<file path="config.mk">
export PLATFORM = sky130hd
export DESIGN_NAME = if_prefetch_queue_flat
export DESIGN_NICKNAME = d
export VERILOG_FILES = /design/src/rtl/if_pkg.sv /design/src/rtl/if_prefetch_queue_if.sv /design/src/rtl/if_sync_fifo.sv /design/src/rtl/if_prefetch_queue.sv /design/src/flat_wrapper.sv
export SDC_FILE = /design/constraint.sdc
export NUM_CORES = 1
export LEC_CHECK = 0
export CAP_MARGIN = 30
export CORE_ASPECT_RATIO = 2
export CORE_MARGIN = 4
export CORE_UTILIZATION = 49
export DETAILED_ROUTE_END_ITERATION = 10
export GPL_ROUTABILITY_DRIVEN = 0
export PLACE_DENSITY = 0.71
export SKIP_CTS_REPAIR_TIMING = 1
export SLEW_MARGIN = 10
export SYNTH_ARGS = -nofsm -noshare
export SYNTH_HDL_FRONTEND = slang
export SYNTH_SLANG_ARGS = --single-unit
</file>
<file path="constraint.sdc">
create_clock -name clk -period 5.1 [get_ports clk]
set_input_delay 0.51 -clock clk [delete_from_list [all_inputs] [get_ports clk]]
set_output_delay 0.51 -clock clk [all_outputs]
set_load 0.02 [all_outputs]
</file>
<file path="src/rtl/if_pkg.sv">
// Shared types for the instruction-fetch prefetch queue.
package if_pkg;

  localparam int unsigned ADDR_W_DEF  = 64;
  localparam int unsigned INSTR_W_DEF = 32;

  // BOOT loads StartPC on the first edge out of reset; RUN persists until reset
  typedef enum logic {
    StBoot = 1'b0,
    StRun  = 1'b1
  } if_state_e;

  // One prefetched instruction with the pc it was fetched from
  typedef struct packed {
    logic [ADDR_W_DEF-1:0]  pc;
    logic [INSTR_W_DEF-1:0] instr;
  } fetch_entry_t;

endpackage

</file>
<file path="src/rtl/if_prefetch_queue_if.sv">
// Instruction-memory request/response channel between fetch (master) and imem (slave).
interface if_prefetch_queue_if
  import if_pkg::*;
#(
  parameter int unsigned ADDR_W  = ADDR_W_DEF,
  parameter int unsigned INSTR_W = INSTR_W_DEF
) ();

  logic               req;
  logic [ADDR_W-1:0]  addr;
  logic               gnt;
  logic               rvalid;
  logic [INSTR_W-1:0] rdata;

  modport master (output req, output addr, input gnt, input rvalid, input rdata);
  modport slave  (input req, input addr, output gnt, output rvalid, output rdata);

endinterface

</file>
<file path="src/rtl/if_sync_fifo.sv">
// Small synchronous FIFO with flush; pointers wrap modulo DEPTH (power of 2).
module if_sync_fifo #(
  parameter int unsigned WIDTH = 8,
  parameter int unsigned DEPTH = 4,
  localparam int unsigned PTR_W = $clog2(DEPTH),
  localparam int unsigned CNT_W = PTR_W + 1
) (
  input  logic             clk,
  input  logic             resetl,
  input  logic             push,
  input  logic [WIDTH-1:0] wdata,
  input  logic             pop,
  input  logic             flush,
  output logic [WIDTH-1:0] rdata,
  output logic             full,
  output logic             empty,
  output logic [PTR_W:0]   count
);

  logic [WIDTH-1:0] mem_q [DEPTH];
  logic [PTR_W-1:0] wr_ptr_q, rd_ptr_q;
  logic [CNT_W-1:0] count_q;
  logic             do_push, do_pop;

  assign empty   = (count_q == '0);
  assign full    = (count_q == CNT_W'(DEPTH));
  assign count   = count_q;
  assign rdata   = mem_q[rd_ptr_q];
  assign do_pop  = pop && !empty;
  // A full FIFO still accepts a push when the head leaves on the same edge
  assign do_push = push && (!full || do_pop);

  // Pointer and occupancy bookkeeping; flush wins over push/pop
  always_ff @(posedge clk or negedge resetl) begin
    if (!resetl) begin
      wr_ptr_q <= '0;
      rd_ptr_q <= '0;
      count_q  <= '0;
    end else if (flush) begin
      wr_ptr_q <= '0;
      rd_ptr_q <= '0;
      count_q  <= '0;
    end else begin
      if (do_push) wr_ptr_q <= wr_ptr_q + PTR_W'(1);
      if (do_pop)  rd_ptr_q <= rd_ptr_q + PTR_W'(1);
      if (do_push && !do_pop)      count_q <= count_q + CNT_W'(1);
      else if (!do_push && do_pop) count_q <= count_q - CNT_W'(1);
    end
  end

  // Storage array, no reset needed
  always_ff @(posedge clk) begin
    if (do_push && !flush) mem_q[wr_ptr_q] <= wdata;
  end

endmodule

</file>
<file path="src/rtl/if_prefetch_queue.sv">
// Pipelined instruction fetch with a DEPTH-entry prefetch queue feeding the ID register.
module if_prefetch_queue
  import if_pkg::*;
#(
  parameter int unsigned        ADDR_W  = ADDR_W_DEF,
  parameter int unsigned        INSTR_W = INSTR_W_DEF,
  parameter int unsigned        DEPTH   = 4,
  parameter int unsigned        PC_INC  = 4,
  parameter logic [INSTR_W-1:0] BUBBLE  = '0
) (
  input  logic                clk,
  input  logic                resetl,
  input  logic [ADDR_W-1:0]   StartPC,
  input  logic                PCSrc,
  input  logic [ADDR_W-1:0]   TargetPC,
  input  logic                pc_stall,
  if_prefetch_queue_if.master imem,
  output logic                valid_ID,
  output logic [ADDR_W-1:0]   pc_ID,
  output logic [INSTR_W-1:0]  instruction_ID
);

  localparam int unsigned CNT_W = $clog2(DEPTH) + 1;

  if_state_e                  state_q, state_d;
  logic [ADDR_W-1:0]          fetch_pc_q, fetch_pc_d;
  logic [CNT_W-1:0]           discard_q, discard_d;
  logic [CNT_W-1:0]           outstanding, q_count;
  logic [ADDR_W-1:0]          rsp_pc;
  logic [ADDR_W+INSTR_W-1:0]  q_head;
  logic pc_full, pc_empty, q_full, q_empty;
  logic run, redirect, accept, rsp, keep, q_pop;

  assign run      = (state_q == StRun);
  assign redirect = run && PCSrc;
  assign accept   = imem.req && imem.gnt;
  // Responses with nothing outstanding (e.g. from before a reset) are ignored
  assign rsp      = imem.rvalid && !pc_empty;
  assign keep     = rsp && !redirect && (discard_q == '0);
  assign q_pop    = !redirect && !pc_stall && !q_empty;

  // Queued plus outstanding entries never exceed DEPTH
  always_comb begin
    imem.req  = run && !PCSrc && !pc_full &&
                (({1'b0, q_count} + {1'b0, outstanding}) < (CNT_W + 1)'(DEPTH));
    imem.addr = fetch_pc_q;
  end

  // pc of every in-flight request, popped in order as responses return
  if_sync_fifo #(.WIDTH(ADDR_W), .DEPTH(DEPTH)) u_pc_fifo (
    .clk   (clk),
    .resetl(resetl),
    .push  (accept),
    .wdata (fetch_pc_q),
    .pop   (rsp),
    .flush (1'b0),
    .rdata (rsp_pc),
    .full  (pc_full),
    .empty (pc_empty),
    .count (outstanding)
  );

  // Prefetched {pc, instr} pairs waiting for the ID register
  if_sync_fifo #(.WIDTH(ADDR_W + INSTR_W), .DEPTH(DEPTH)) u_queue (
    .clk   (clk),
    .resetl(resetl),
    .push  (keep),
    .wdata ({rsp_pc, imem.rdata}),
    .pop   (q_pop),
    .flush (redirect),
    .rdata (q_head),
    .full  (q_full),
    .empty (q_empty),
    .count (q_count)
  );

  // Next fetch pc and the number of stale responses still to be dropped
  always_comb begin
    state_d    = state_q;
    fetch_pc_d = fetch_pc_q;
    discard_d  = discard_q;
    unique case (state_q)
      StBoot: begin
        state_d    = StRun;
        fetch_pc_d = StartPC;
      end
      StRun: begin
        if (PCSrc) begin
          fetch_pc_d = TargetPC;
          // The response landing on this edge is already counted as dropped
          discard_d  = outstanding - CNT_W'(rsp);
        end else begin
          if (accept) fetch_pc_d = fetch_pc_q + ADDR_W'(PC_INC);
          if (rsp && (discard_q != '0)) discard_d = discard_q - CNT_W'(1);
        end
      end
    endcase
  end

  // FSM and fetch state registers
  always_ff @(posedge clk or negedge resetl) begin
    if (!resetl) begin
      state_q    <= StBoot;
      fetch_pc_q <= '0;
      discard_q  <= '0;
    end else begin
      state_q    <= state_d;
      fetch_pc_q <= fetch_pc_d;
      discard_q  <= discard_d;
    end
  end

  // ID pipeline register: redirect clears it even under stall; an empty queue gives a bubble
  always_ff @(posedge clk or negedge resetl) begin
    if (!resetl) begin
      valid_ID       <= 1'b0;
      pc_ID          <= '0;
      instruction_ID <= BUBBLE;
    end else if (redirect) begin
      valid_ID       <= 1'b0;
      instruction_ID <= BUBBLE;
    end else if (!pc_stall) begin
      if (!q_empty) begin
        valid_ID       <= 1'b1;
        pc_ID          <= q_head[ADDR_W+INSTR_W-1:INSTR_W];
        instruction_ID <= q_head[INSTR_W-1:0];
      end else begin
        valid_ID       <= 1'b0;
        instruction_ID <= BUBBLE;
      end
    end
  end

  // Memory must never return more responses than were requested
  a_rsp_outstanding: assert property (@(posedge clk) disable iff (!resetl)
    imem.rvalid |-> !pc_empty)
    else $error("imem response with no request outstanding");

  // The occupancy cap keeps the queue from being pushed while full without a pop
  a_queue_no_overflow: assert property (@(posedge clk) disable iff (!resetl)
    !(q_full && keep && !q_pop))
    else $error("prefetch queue overflow");

endmodule
</file>
<file path="src/flat_wrapper.sv">
// flat-port wrapper written by rule: the top's interface ports become plain ports
module if_prefetch_queue_flat import if_pkg::*;
#(
  parameter int unsigned        ADDR_W  = ADDR_W_DEF,
  parameter int unsigned        INSTR_W = INSTR_W_DEF,
  parameter int unsigned        DEPTH   = 4,
  parameter int unsigned        PC_INC  = 4,
  parameter logic [INSTR_W-1:0] BUBBLE  = '0
)
  (clk, resetl, StartPC, PCSrc, TargetPC, pc_stall, valid_ID, pc_ID, instruction_ID, imem_req, imem_addr, imem_gnt, imem_rvalid, imem_rdata);
  if_prefetch_queue_if #(.ADDR_W(ADDR_W), .INSTR_W(INSTR_W)) imem_i ();
  input  logic clk;
  input  logic resetl;
  input  logic [ADDR_W-1:0] StartPC;
  input  logic PCSrc;
  input  logic [ADDR_W-1:0] TargetPC;
  input  logic pc_stall;
  output logic valid_ID;
  output logic [ADDR_W-1:0] pc_ID;
  output logic [INSTR_W-1:0] instruction_ID;
  output wire logic [$bits(imem_i.req)-1:0] imem_req;
  output wire logic [$bits(imem_i.addr)-1:0] imem_addr;
  input wire logic [$bits(imem_i.gnt)-1:0] imem_gnt;
  input wire logic [$bits(imem_i.rvalid)-1:0] imem_rvalid;
  input wire logic [$bits(imem_i.rdata)-1:0] imem_rdata;
  assign imem_req = imem_i.req;
  assign imem_addr = imem_i.addr;
  assign imem_i.gnt = imem_gnt;
  assign imem_i.rvalid = imem_rvalid;
  assign imem_i.rdata = imem_rdata;
  if_prefetch_queue #(.ADDR_W(ADDR_W), .INSTR_W(INSTR_W), .DEPTH(DEPTH), .PC_INC(PC_INC), .BUBBLE(BUBBLE)) u_core (.clk(clk), .resetl(resetl), .StartPC(StartPC), .PCSrc(PCSrc), .TargetPC(TargetPC), .pc_stall(pc_stall), .imem(imem_i), .valid_ID(valid_ID), .pc_ID(pc_ID), .instruction_ID(instruction_ID));
endmodule
</file>
[Yosys cells after proc, flatten, opt, wreduce, memory -nomap -nowiden]
Memories as Yosys holds them, arrays and structs flattened.
Index checks and enable logic that the tools add are counted.
Word-level totals
  bits in registers: 179
  memory bits (writable): 640
  bits of input ports: 166
  logic and storage cells: 103
  memories: 2
Cells by class
  add/subtract/negate cells: 12
  magnitude comparators: 1
  equal/unequal tests: 4
  muxes and demuxes: 24
  bitwise gates (word level): 4
  reductions and logical operators: 44
Memory list
  u_core.u_queue.mem_q: words 4, bits a word 96, rd ports 1, clocked after Yosys merged registers in 0, wr ports 1, RTL line if_sync_fifo.sv:20  | logic [WIDTH-1:0] mem_q [DEPTH];
  u_core.u_pc_fifo.mem_q: words 4, bits a word 64, rd ports 1, clocked after Yosys merged registers in 0, wr ports 1, RTL line if_sync_fifo.sv:20
Operators by type and width (count)
  64-bit 2-to-1 mux: 2
  64-bit case mux with 2 select lines: 1
  32-bit 2-to-1 mux: 3
  64-bit by 3-bit adder with 64-bit output, second input constant: 1
  3-bit 2-to-1 mux: 7
  1-bit logical AND: 20
  1-bit logical NOT: 11
  3-bit logical NOT: 3
  3-bit by 1-bit subtractor with 3-bit output, second input constant: 3
  2-bit by 1-bit adder with 2-bit output, second input constant: 4
  2-bit 2-to-1 mux: 4
  2-bit nonzero test: 4
  1-bit 2-to-1 mux: 7
  3-bit by 1-bit adder with 3-bit output, second input constant: 2
  3-bit equality test, second input constant: 2
  3-bit nonzero test: 2
  3-bit by 3-bit adder with 4-bit output: 1
  4-bit by 3-bit < comparator with 1-bit output, second input constant: 1
  1-bit NOT: 4
  3-bit != test, second input constant: 1
  3-bit AND reduction: 1
  3-bit by 1-bit subtractor with 3-bit output: 1
  1-bit logical OR: 2
  2-bit by 1-bit != test with 1-bit output, second input constant: 1
  2-bit AND reduction: 1

[Logic depth before layout (Yosys ltp)]
  depth after elaboration: 12
  gate-level depth with buffers: 13
  gate-level depth less buffers: 11

[By module]
A second synthesis with hierarchy kept.
Second synthesis, totals
  cells, all modules: 1750
  area, all modules: 32304.7 sq um
By module, submodules not included
  if_sync_fifo (u_core.u_queue): times used 1, cells an instance 550, area each 14290.0 sq um, seq. area each 11706.2 sq um
  if_sync_fifo (u_core.u_pc_fifo): times used 1, cells an instance 382, area each 9684.3 sq um, seq. area each 7862.5 sq um
  if_prefetch_queue: times used 1, cells an instance 818, area each 8330.5 sq um, seq. area each 4129.0 sq um

[Worst setup path before layout]
No wires, ideal clock.
  kind: register to register
  start: register u_core.u_pc_fifo.count_q[2] (netlist: u_core.u_pc_fifo.count[2])
  end: memory u_core.u_pc_fifo.mem_q[0][0] in the netlist's numbering, enable pin
  arrival time: 3.536 ns
  setup slack: 1.135 ns
  stages on the path, launching flop included: 9
  path buffers: 2
  period minus slack after synthesis: 3.965 ns
  path through: dfrtp_1 -> ha_1 -> or4b_4 -> nor3_4 -> nand2_1 -> inv_2 -> buf_2 -> buf_2 -> and2_1
On the way
  word-level cells in the longest chain between the ends: 8
  elaborated cells between the ends (all ways): 15
Ends and longest elaborated chain
  from (decl): RTL line if_sync_fifo.sv:22  | logic [CNT_W-1:0] count_q;
  from (signal assigned): RTL line if_sync_fifo.sv:46  | if (do_push && !do_pop) count_q <= count_q + CNT_W'(1);
  from (signal assigned): RTL line if_sync_fifo.sv:47  | else if (!do_push && do_pop) count_q <= count_q - CNT_W'(1);
  parallel branches: the longest is 5 deep, another holds 3-bit by 3-bit adder with 4-bit output
  1-bit logical AND (*): RTL line if_sync_fifo.sv:31  | assign do_push = push && (!full || do_pop);
  via u_core.u_pc_fifo.do_push: RTL line if_sync_fifo.sv:23  | logic do_push, do_pop;
  1-bit 2-to-1 mux (*): RTL line if_sync_fifo.sv:53  | if (do_push && !flush) mem_q[wr_ptr_q] <= wdata;
  1-bit 2-to-1 mux (implied by the code) (*): RTL line if_sync_fifo.sv:53
  to (decl): RTL line if_sync_fifo.sv:20
Mark *: on every way through the listed nets, which the timed path passes.

[Worst setup path in the final report]
  start: register u_core.state_q (netlist: u_core.run)
  end: output port imem_req
On the way
  word-level cells in the longest chain between the ends: 3
Ends and longest elaborated chain
  from (decl): RTL line if_prefetch_queue.sv:25  | if_state_e state_q, state_d;
  from (signal assigned): RTL line if_prefetch_queue.sv:103  | state_q <= StBoot;
  from (signal assigned): RTL line if_prefetch_queue.sv:107  | state_q <= state_d;
  1-bit logical AND (3 in series): RTL line if_prefetch_queue.sv:44  | imem.req = run && !PCSrc && !pc_full &&
  to (decl): RTL line flat_wrapper.sv:21  | output wire logic [$bits(imem_i.req)-1:0] imem_req;
Every way passes these cells.

==> out/metrics.yaml <==
run_status:
  status: "finished with violations"
  violations: "hold timing"
die:
  die_y_microns: 371
  core_sq_um: 64900
  die_w_microns: 189
  num_io_pins: 328
  die_area_sq_um: 70200
  start_util: 0.496
  fp-row-count: 132
grt:
  grt_pass1_wl_mm: 120
  antenna_found_initial: 1
  track_usage: 0.225
  grt_start_max_net_pins: 97
  grt_pass1_vias: 19400
  overflow: 0
logic_synthesis:
  synth_seq_area_share: 0.735
  synthMuxAreaShare: 0.114
  synth_cell_types: 69
  synth_compound_area_frac: 0.0540
  synth_edf_count: 640
  yosys.area_share.simple: 0.0676
  ys.flop_type: "edfxtp_1"
  synth_xor_area_frac: 0.00679
  synth_top_family_by_area: "multiplexers"
  syn_nets: 2063
  synth_adder_area_share: 0.00784
  ys_seq_elements: 819
  synth_area_sq_um: 32200
  syn_inst: 1878
  yosys_warnings: 0
  synthArstFlopShare: 0.219
  avgSynthCellArea_sq_um: 17.2
sta:
  hold_viol: 33
  setup_viol: 0
  max_freq_ghz: 0.266
  slew_headroom: 0.364
  tightestPinTransition_ps: 955
  rsz0062_at_grt: "no"
  setup_ws_ps: 1350
  holdWs_ps: -21.7
  setup_tns_ps: 0
  finalMaxSlewViolations: 0
  period_needed_ps: 3750
  clock_skew_ps: 31.0
  fin_crit_sh: 0.736
routing:
  routed_wl_mm: 78.9
  viasPerCell: 5.95
  vias: 18700
  drt_first_pass_iters: 6
  drc: 0
  drtIter0Drc: 1715
  route.antenna.remaining_nets: 0
  wl_per_cell_microns: 25.1
worst_setup_path:
  r2r-end: "u_core.u_pc_fifo.mem_q[0][37]$_DFFE_PP_"
  worstReg2RegStart: "u_core.run$_DFF_PN0_"
  required_ps: 4590
  startpoint_type: "flop"
  crit_path_end_kind: "output pin"
  ff2ff_setup_slack_ps: 1750
  r2r_cells: 7
  arrival_ps: 3240
  cp_max_fo: 24
  critPathKind: "flop to output pin"
cells_and_area:
  fin_nets: 2402
  area.growth.synth_to_final_pct: 21.0
  fin_area_sq_um: 39000
  stdcell_count: 3146
  drive_gt1_frac: 0.151
  final_util: 0.601
  fillers: 4775
clock_tree:
  clockBufferDepth: 3
  cts_tree: "built"
  path_clk_slew_ps: 70
  htreeDepth: 3
  insertion_delay_ps: 610
  root_buffer: "clkbuf_16"
  numCtsBuffers: 69
  clock-sinks: 819
pwr:
  p_leak_nw: 13.4
  finalPower_mw: 19.4
  irDropWorstVdd_v: 0.000289
  power_density_nw_per_um2: 498
placement:
  dp_slack_ps: 1330
  placed_cell_area_sq_um: 36600
  dp_hpwl_mm: 52.8
  io_buffers: 327
  dpl.cell_count: 3012
min_path:
  hp-class: "input pin to asynchronous set/reset pin"
flow_run:
  maxCapViolCount: 0
## where the power goes
| group | switching [mW] | leakage (nW) | internal (mW) |
|---|---|---|---|
| Clock | 2.32 | 1.10 | 2.89 |
| Combinational | 2.75 | 4.23 | 2.43 |
| Sequential | 0.696 | 8.06 | 8.34 |
| Total | 5.76 | 13.4 | 13.7 |
## final cells by class
type,count,area (sq um),area share
Sequential cell,819,23700,0.608
Multi-Input combinational cell,939,8100,0.208
Timing Repair Buffer,362,3740,0.0961
Clock buffer,98,1980,0.0508
Tap cell,871,1090,0.0280
Clock inverter,30,267,0.00684
Inverter,26,97.6,0.00250
Antenna cell,1,2.50,0.0000642
## Yosys cell counts (6+ instances only)
cell type | n | area share
edfxtp_1 | 640 | 0.60
nand2_1 | 266 | 0.031
dfrtp_1 | 179 | 0.14
mux4_2 | 160 | 0.11
a21oi_1 | 72 | 0.011
clkbuf_1 | 62 | 0.0072
o21ai_0 | 47 | 0.0073
nor2_1 | 46 | 0.0054
a22oi_1 | 43 | 0.010
a22o_1 | 37 | 0.010
nand3_1 | 29 | 0.0045
nor3_1 | 27 | 0.0042
inv_1 | 24 | 0.0028
nand4_1 | 24 | 0.0047
xnor2_1 | 18 | 0.0049
buf_1 | 17 | 0.0020
ha_1 | 17 | 0.0066
buf_2 | 15 | 0.0023
nor4_1 | 15 | 0.0029
o21ai_1 | 15 | 0.0023
and2_1 | 10 | 0.0019
and3_1 | 8 | 0.0016
xor2_1 | 7 | 0.0019
a211oi_1 | 6 | 0.0014
## worst max-delay path: stages (launching register included)
cell             delay [ps]
dfrtp_1                 970
nand2b_1                110
buf_4                   250
or4_1                   410
nor3_1                  230
clkdlybuf4s50_1         670
## layer usage
metal / GRT usage / up-vias / routed length, microns
met4: 0.0688 / 0 / 2110
met3: 0.0365 / 149 / 6120
met1: 0.304 / 9586 / 31100
met5: 0 / - / 0
li1: - / 8058 / -
met2: 0.380 / 935 / 39600
## worst max-delay path by stage
stage               cells past startpoint  slack [ps]                                   from                                     end
finish                                  5        1350                   u_core.run$_DFF_PN0_                                imem_req
global route                            5        1160                   u_core.run$_DFF_PN0_                                imem_req
CTS                                     5        1330                   u_core.run$_DFF_PN0_                                imem_req
detailed placement                      7        1330                                  PCSrc   u_core.u_queue.mem_q[1][67]$_DFFE_PP_
global placement                        7        1370                                  PCSrc   u_core.u_queue.mem_q[1][67]$_DFFE_PP_
floorplan                               8        1140  u_core.u_pc_fifo.count[2]$_DFFE_PN0P_  u_core.u_pc_fifo.mem_q[0][0]$_DFFE_PP_
## logic make-up (layout without fill, tap and decap cells)
kind of cell,after synthesis,count (layout)
buffers and inverters,120,516
adders and majority gates,19,19
xor gates and xnor gates,25,25
and+or+nand+nor,463,463
AOI/OAI and AO/OA,265,265
muxes,166,166
DFF,819,819
other,1,2
## placed cells by master, fill, tap and decap left out, types with 5 or more instances in the layout
| master | instances |
|---|---|
| edfxtp_1 | 640 |
| clkbuf_8 | 9 |
| dfrtp_1 | 175 |
| nor2_1 | 44 |
| mux2i_1 | 5 |
| a211oi_1 | 6 |
| a22o_1 | 37 |
| xnor2_1 | 18 |
| inv_1 | 23 |
| nor3_1 | 26 |
| xor2_1 | 7 |
| nor4_1 | 15 |
| nand4_1 | 24 |
| and3_1 | 8 |
| clkbuf_1 | 18 |
| clkinv_2 | 13 |
| nor2b_1 | 5 |
| nand3_1 | 29 |
| and2_4 | 8 |
| buf_4 | 21 |
| or2_2 | 5 |
| ha_1 | 17 |
| clkdlybuf4s50_1 | 326 |
| a21oi_1 | 72 |
| mux4_2 | 160 |
| o21ai_1 | 15 |
| buf_12 | 10 |
| o21ai_0 | 47 |
| nor4_2 | 5 |
| clkbuf_16 | 72 |
| nand2_1 | 266 |
| a22oi_1 | 43 |
## state kept, by name, indices dropped and copies added, names as in the netlist
name / count
u_core.u_pc_fifo.rd_ptr_q: 2
u_core.u_pc_fifo.wr_ptr_q: 2
u_core.instruction_ID: 32
u_core.discard_q: 3
u_core.valid_ID: 1
u_core.run: 1
u_core.u_queue.wr_ptr_q: 2
u_core.u_queue.mem_q: 384
u_core.u_queue.rd_ptr_q: 2
u_core.u_pc_fifo.mem_q: 256
u_core.imem.addr: 64
u_core.u_pc_fifo.count: 3
u_core.u_queue.count: 3
u_core.pc_ID: 64
Power figures use the tool's default switching activity.
